==> config.mk <==
export PLATFORM = sky130hd
export DESIGN_NAME = fsk_frame_scheduler
export DESIGN_NICKNAME = d
export VERILOG_FILES = /design/src/rtl/fsk_frame_scheduler.sv
export SDC_FILE = /design/constraint.sdc
export NUM_CORES = 1
export LEC_CHECK = 0
export ABC_AREA = 1
export ABC_CLOCK_PERIOD_IN_PS = 2300
export BUFFER_PORTS_ARGS = -buffer_cell sky130_fd_sc_hd__buf_2
export CORE_MARGIN = 2
export CORE_UTILIZATION = 45
export DETAILED_ROUTE_END_ITERATION = 7
export SKIP_LAST_GASP = 1
export SYNTH_ARGS = -nofsm -noshare
export SYNTH_HDL_FRONTEND = slang
export SYNTH_SLANG_ARGS = --single-unit
==> constraint.sdc <==
create_clock -name CLOCK_50 -period 2.3 [get_ports CLOCK_50]
set_clock_uncertainty 0.15 [all_clocks]
set_input_delay 0.345 -clock CLOCK_50 [delete_from_list [all_inputs] [get_ports CLOCK_50]]
set_output_delay 0.345 -clock CLOCK_50 [all_outputs]
set_load 0.01 [all_outputs]
==> src/rtl/fsk_frame_scheduler.sv <==
// FSK byte scheduler: buffers bytes in a small FIFO and sends each one LSB first as
// mark/space phase steps held SYMBOL_LEN cycles, followed by a GAP_LEN idle gap.
//
// state | meaning
// IDLE  | waiting for tx_enable with a buffered byte
// LOAD  | pop head byte into the shift register (one cycle)
// SEND  | drive mark/space for the current bit, SYMBOL_LEN cycles per bit
// GAP   | inter-byte silence, GAP_LEN cycles
module fsk_frame_scheduler #(
  parameter int SYMBOL_LEN = 256,
  parameter int GAP_LEN    = 256,
  parameter int FIFO_DEPTH = 4
) (
  input  logic       CLOCK_50,
  input  logic       RESET,
  input  logic       tx_enable,
  input  logic [7:0] byte_data,
  input  logic       byte_valid,
  output logic       byte_ready,
  output logic [1:0] phase_step,
  output logic       tx_active,
  output logic [2:0] bit_index,
  output logic       frame_done,
  output logic [3:0] fifo_count
);

  localparam int          PTR_W      = $clog2(FIFO_DEPTH);
  localparam logic [3:0]  DEPTH_C    = 4'(FIFO_DEPTH);
  localparam logic [15:0] SYM_LAST   = 16'(SYMBOL_LEN - 1);
  localparam logic [15:0] GAP_LAST   = 16'(GAP_LEN - 1);
  localparam logic [1:0]  STEP_IDLE  = 2'd0;
  localparam logic [1:0]  STEP_MARK  = 2'd1;
  localparam logic [1:0]  STEP_SPACE = 2'd2;

  typedef enum logic [1:0] {IDLE, LOAD, SEND, GAP} state_t;

  state_t           r_state, w_state_nxt;
  logic [7:0]       r_mem [FIFO_DEPTH];
  logic [PTR_W-1:0] r_wr_ptr, r_rd_ptr;
  logic [3:0]       r_count;
  logic [7:0]       r_shift, w_shift_nxt;
  logic [15:0]      r_sym_cnt, w_sym_nxt;
  logic [15:0]      r_gap_cnt, w_gap_nxt;
  logic [2:0]       r_bit_idx, w_bit_nxt;
  logic [1:0]       r_step, w_step_nxt;
  logic             r_active, w_active_nxt;
  logic             r_done, w_done_nxt;
  logic             w_push, w_pop;
  logic [7:0]       w_head;
  logic [2:0]       w_bit_inc;

  assign byte_ready = (r_count < DEPTH_C);
  assign w_push     = byte_valid && byte_ready;
  assign w_head     = r_mem[r_rd_ptr];
  assign w_bit_inc  = r_bit_idx + 3'd1;

  always_ff @(posedge CLOCK_50) begin
    if (w_push) r_mem[r_wr_ptr] <= byte_data;
  end

  always_ff @(posedge CLOCK_50 or posedge RESET) begin
    if (RESET) begin
      r_wr_ptr <= '0;
      r_rd_ptr <= '0;
      r_count  <= '0;
    end else begin
      if (w_push) r_wr_ptr <= r_wr_ptr + PTR_W'(1);
      if (w_pop)  r_rd_ptr <= r_rd_ptr + PTR_W'(1);
      case ({w_push, w_pop})
        2'b10:   r_count <= r_count + 4'd1;
        2'b01:   r_count <= r_count - 4'd1;
        default: r_count <= r_count;
      endcase
    end
  end

  always_ff @(posedge CLOCK_50 or posedge RESET) begin
    if (RESET) begin
      r_state   <= IDLE;
      r_shift   <= '0;
      r_sym_cnt <= '0;
      r_gap_cnt <= '0;
      r_bit_idx <= '0;
      r_step    <= STEP_IDLE;
      r_active  <= 1'b0;
      r_done    <= 1'b0;
    end else begin
      r_state   <= w_state_nxt;
      r_shift   <= w_shift_nxt;
      r_sym_cnt <= w_sym_nxt;
      r_gap_cnt <= w_gap_nxt;
      r_bit_idx <= w_bit_nxt;
      r_step    <= w_step_nxt;
      r_active  <= w_active_nxt;
      r_done    <= w_done_nxt;
    end
  end

  // Outputs are computed one cycle ahead so they are registered with the state.
  always_comb begin
    w_state_nxt  = r_state;
    w_shift_nxt  = r_shift;
    w_sym_nxt    = r_sym_cnt;
    w_gap_nxt    = r_gap_cnt;
    w_bit_nxt    = r_bit_idx;
    w_step_nxt   = STEP_IDLE;
    w_active_nxt = 1'b0;
    w_done_nxt   = 1'b0;
    w_pop        = 1'b0;
    case (r_state)
      IDLE: begin
        w_bit_nxt = '0;
        if (tx_enable && (r_count != 4'd0)) w_state_nxt = LOAD;
      end
      LOAD: begin
        w_pop        = 1'b1;
        w_shift_nxt  = w_head;
        w_sym_nxt    = '0;
        w_bit_nxt    = '0;
        w_step_nxt   = w_head[0] ? STEP_MARK : STEP_SPACE;
        w_active_nxt = 1'b1;
        w_state_nxt  = SEND;
      end
      SEND: begin
        if (r_sym_cnt == SYM_LAST) begin
          w_sym_nxt = '0;
          w_bit_nxt = w_bit_inc;
          if (r_bit_idx == 3'd7) begin
            w_gap_nxt   = GAP_LAST;
            w_done_nxt  = 1'b1;
            w_state_nxt = GAP;
          end else begin
            w_step_nxt   = r_shift[w_bit_inc] ? STEP_MARK : STEP_SPACE;
            w_active_nxt = 1'b1;
          end
        end else begin
          w_sym_nxt    = r_sym_cnt + 16'd1;
          w_step_nxt   = r_shift[r_bit_idx] ? STEP_MARK : STEP_SPACE;
          w_active_nxt = 1'b1;
        end
      end
      GAP: begin
        if (r_gap_cnt == 16'd0) begin
          w_state_nxt = (tx_enable && (r_count != 4'd0)) ? LOAD : IDLE;
        end else begin
          w_gap_nxt = r_gap_cnt - 16'd1;
        end
      end
      default: w_state_nxt = IDLE;
    endcase
  end

  assign phase_step = r_step;
  assign tx_active  = r_active;
  assign bit_index  = r_bit_idx;
  assign frame_done = r_done;
  assign fifo_count = r_count;

endmodule
==> results by group <==
Floorplan
  – Area of the die: 11100 um2
  – Starting density of the core: 46.8%
  – Total number of placement rows: 36
  – Vert. Die Dim: 105 um
  – Number of top-level pins: 24
  – Area of the placeable core: approximately 9900 um2
  – Horizontal die dimension: 105 um

Layout
  – Most frequent cells in the layout: sky130_fd_sc_hd__nand2_1 (116), sky130_fd_sc_hd__nor2_1 (71), sky130_fd_sc_hd__dfrtp_1 (57)
  – P&R area growth vs syn: 10.8%
  – Most common cell after layout, fill and taps aside: sky130_fd_sc_hd__nand2_1
  – Number of antenna cells inserted: 0
  – Nets@finish: slightly below 600
  – Layout cell share with drive strength beyond 1: 15.3%

STA
  – Worst rel slew slack: between 60% and 70%
  – Final clock period utilization by the worst path: 91.8%
  – Transition time at the pin with the least slew margin: roughly 470 ps
  – Final Setup Violations: 0
  – Minimum clock period: 2110 ps
  – Total Neg Setup Slack: 0 ps
  – Unrepaired setup endpoints after global routing: no
  – Slew Viols, Final: 0
  – Highest attainable clock frequency: 0.474 GHz
  – Number of hold violations in the final report: 0

Place
  – Port Buf Inserts: 23
  – Placer congestion estimate: 0.886
  – HPWL after detailed placement: 6.38 mm

Critical path
  – Critical path arrival: between 2000 and 2500 ps
  – Series of cell instances along the critical path: nor2_1 -> nand2_1 -> ha_1 -> xor2_1 -> ha_1 -> a21oi_1 -> xor2_1 -> o21ai_0
  – Setup crit end kind: flop
  – Type of element launching the critical path: flop
  – Cell with the largest stage delay on the worst path: sky130_fd_sc_hd__dfrtp_1
  – Worst path required time: 2400 ps
  – Classification of the worst setup path: flop to flop
  – Crit-path leading delay family: adder cells
  – Critical Path Max Stage Delay: between 400 and 500 ps
  – Buffering stage count on the worst path with inverters included: 0
  – Maximum fanout along the worst path: 5

CTS
  – CTS H-tree lvls: 3
  – Clock buffer count from CTS: 9
  – Clock Pin Slew Worst Setup and Hold Paths: 100 ps
  – Clock tree from TritonCTS: built
  – Maximum count of clock buffers along a single path: 2
  – Clock latency on the worst-skew pair: 360 ps
  – Sinks on Clock Net: 89
  – Post-CTS setup buffer count: 0
  – Clock root buffer: sky130_fd_sc_hd__clkbuf_8

Route
  – Iteration count of the initial detailed-routing pass: 6
  – Antenna Nets Post-Route: 0
  – Average wire length per cell after detail routing: 12.7 um
  – Number of violations reported at the end of detailed-routing iteration 0: approximately 170
  – DRC violations left: 0
  – Number of vias in the routed layout: 3453
  – Via density per instance: 4.93
  – Final wirelength: roughly 9 mm

GRT
  – Largest net degree at the start of global routing: 31
  – Global-route met1 utilization: 25.1%
  – Met3 demand-to-capacity share in global routing: around 2.6%
  – Grt peak-use layer: met2
  – Initial antenna violation count: 0
  – Overall overflow remaining after global route: 0
  – Number of global-route vias before repair: 3288
  – First-pass GRT wire length: 15.6 mm
  – Fraction of met2 tracks used by global routing: a little over a quarter
  – All-Layer GR Usage: 17.4%

Logic synthesis
  – Largest family of logic cells by synthesized area: simple AND/OR/NAND/NOR gates
  – Number of enable-type register cells in the synthesized netlist: 32
  – Synthesis-stage register bit count: around 90
  – Number of warnings printed during yosys synthesis: 0
  – Count of mapped cells out of synthesis: about 530
  – Predominant post-synthesis flop cell: sky130_fd_sc_hd__dfrtp_1
  – Async set-reset flop share out of synthesis: 64.0%
  – Multiplexer share of the synthesized area: 0%
  – Simple-gate area share of the yosys netlist: a little under a quarter
  – Mapped cell area: 4610 um2
  – Yosys cell types: 35
  – Average cell area after synthesis: between 8 and 9 um2
  – XOR/XNOR share of the synthesized area: 3.61%
  – Syn Nets: between 500 and 600
  – Sequential area share after synthesis: 51.7%
  – Post-synthesis compound-gate area fraction: roughly 10%
  – Adder-cell area share of the yosys netlist: under 10%

Power and ir drop
  – Post-layout power: 6.08 mW
  – PwrDens: 1190 nW/um2
  – Leakage power: 2.33 nW
  – Combinational share of power: 43.3%
  – Internal power: roughly 3.4 mW
  – Clock power share: 18.4%
  – Switching pwr: 2.64 mW
  – Highest ir drop seen on vdd: 918 uV
  – Sequential share of power: 38.3%
  – Net Sw Frac: roughly 43%

Run status
  – Status: finished clean

Flow run
  – MaxCap Viol Count: 0

Worst hold path
  – Type of the tightest min-delay check: primary input to flop
sequential cells by signal, summed over array words and instances (netlist names):
signal / flops
bit_index: 3
fifo_count: 4
frame_done: 1
phase_step: 2
r_gap_cnt: 16
r_mem: 32
r_rd_ptr: 2
r_shift: 8
r_state: 2
r_sym_cnt: 16
r_wr_ptr: 2
tx_active: 1
worst register-to-register path, cell delays in order, from the launching register on:
cell and delay [ps]:
sky130_fd_sc_hd__dfrtp_1 450, sky130_fd_sc_hd__nor2_1 190, sky130_fd_sc_hd__nand2_1 130, sky130_fd_sc_hd__ha_1 270, sky130_fd_sc_hd__xor2_1 200, sky130_fd_sc_hd__ha_1 200
sky130_fd_sc_hd__a21oi_1 160, sky130_fd_sc_hd__xor2_1 150, sky130_fd_sc_hd__o21ai_0 90
path summary, 6_finish.rpt:
kind / start / to / slack, ps / cells past startpoint
setup / recovery: fifo_count[2] / fifo_count[2] / 190 / 8
hold reg to reg: r_gap_cnt[0] / r_gap_cnt[0] / 330 / 1
setup reg to reg: fifo_count[2] / fifo_count[2] / 190 / 8
min in group asynchronous: RESET / r_gap_cnt[15] / 380 / 3
hold / removal: byte_data[0] / r_mem[2][0] / 40 / 1
max in group asynchronous: RESET / r_sym_cnt[12] / 980 / 4
power by group through the flow:
stage / Sequential (mW) / Clock (mW) / Combinational, mW
3_3_place_gp: 2.35 / 0 / 2.60
6_report: 2.33 / 1.12 / 2.63
2_1_floorplan: 2.28 / 0 / 2.10
3_5_place_dp: 2.36 / 0 / 2.65
5_1_grt: 2.38 / 1.22 / 3.06
4_1_cts: 2.33 / 1.14 / 2.67
timing repair:
item / 4_1_cts / 5_1_grt
hold buffers: 1 / 0
hold endpoints to repair: 20 / 0
gates resized for setup: 0 / 0
endpoints found under the setup margin: 0 / 0
cells by family (layout without fill, tap and decap cells):
group                    Yosys count  after routing
AO/OA/AOI/OAI                     78             78
XOR/XNOR                          19             19
adder cells (fa/ha/maj)           16             16
buffers and inverters             73            113
flip-flops                        89             89
AND/OR/NAND/NOR                  252            252
layer usage:
metal  vias up  wire, um
li1       1783         -
met1      1620      4550
met2        41      3960
met3         9       289
met4         0        90
met5         -         0
cell type report:
type,instances,area [um2]
flip-flops and latches,89,2390
clock inverters,7,77.6
fillers,916,4750
well taps,133,166
multi-input cells,365,1920
clock buffers,9,124
repair buffers,36,215
inverters,61,229
through the flow:
step           std cells  worst slack [ps]  instance area (um2)  util (%)  hold WS [ps]
2_1_floorplan        527              99.6                 4610         -           294
3_3_place_gp         683               325                 4900      49.7           241
3_5_place_dp         683               226                 4900      49.7           255
4_1_cts              700               200                 5110      51.9          25.7
5_1_grt              700              36.2                 5110      51.9          33.3
6_report             700               189                 5110      51.9          42.8
synth_stat cells (3+ instances only):
cell | n | share of area (%)
sky130_fd_sc_hd__a21oi_1 | 16 | 1.7
sky130_fd_sc_hd__nand3b_1 | 3 | 0.49
sky130_fd_sc_hd__nor2_1 | 71 | 5.8
sky130_fd_sc_hd__xor2_1 | 16 | 3.0
sky130_fd_sc_hd__xnor2_1 | 3 | 0.57
sky130_fd_sc_hd__inv_1 | 55 | 4.5
sky130_fd_sc_hd__clkbuf_1 | 4 | 0.33
sky130_fd_sc_hd__nand2_1 | 116 | 9.4
sky130_fd_sc_hd__ha_1 | 16 | 4.3
sky130_fd_sc_hd__inv_2 | 5 | 0.41
sky130_fd_sc_hd__nor2_2 | 5 | 0.68
sky130_fd_sc_hd__o21ai_2 | 13 | 2.5
sky130_fd_sc_hd__nand2_2 | 5 | 0.68
sky130_fd_sc_hd__nor3_1 | 9 | 0.98
sky130_fd_sc_hd__o21ai_0 | 35 | 3.8
sky130_fd_sc_hd__nand3_1 | 29 | 3.1
sky130_fd_sc_hd__dfrtp_1 | 57 | 31
sky130_fd_sc_hd__o22ai_1 | 7 | 0.95
sky130_fd_sc_hd__buf_2 | 3 | 0.33
sky130_fd_sc_hd__edfxtp_1 | 32 | 21
sky130_fd_sc_hd__nand4_1 | 6 | 0.81
sky130_fd_sc_hd__nand2_4 | 3 | 0.73
No activity file was read; power rests on OpenSTA's default activity.
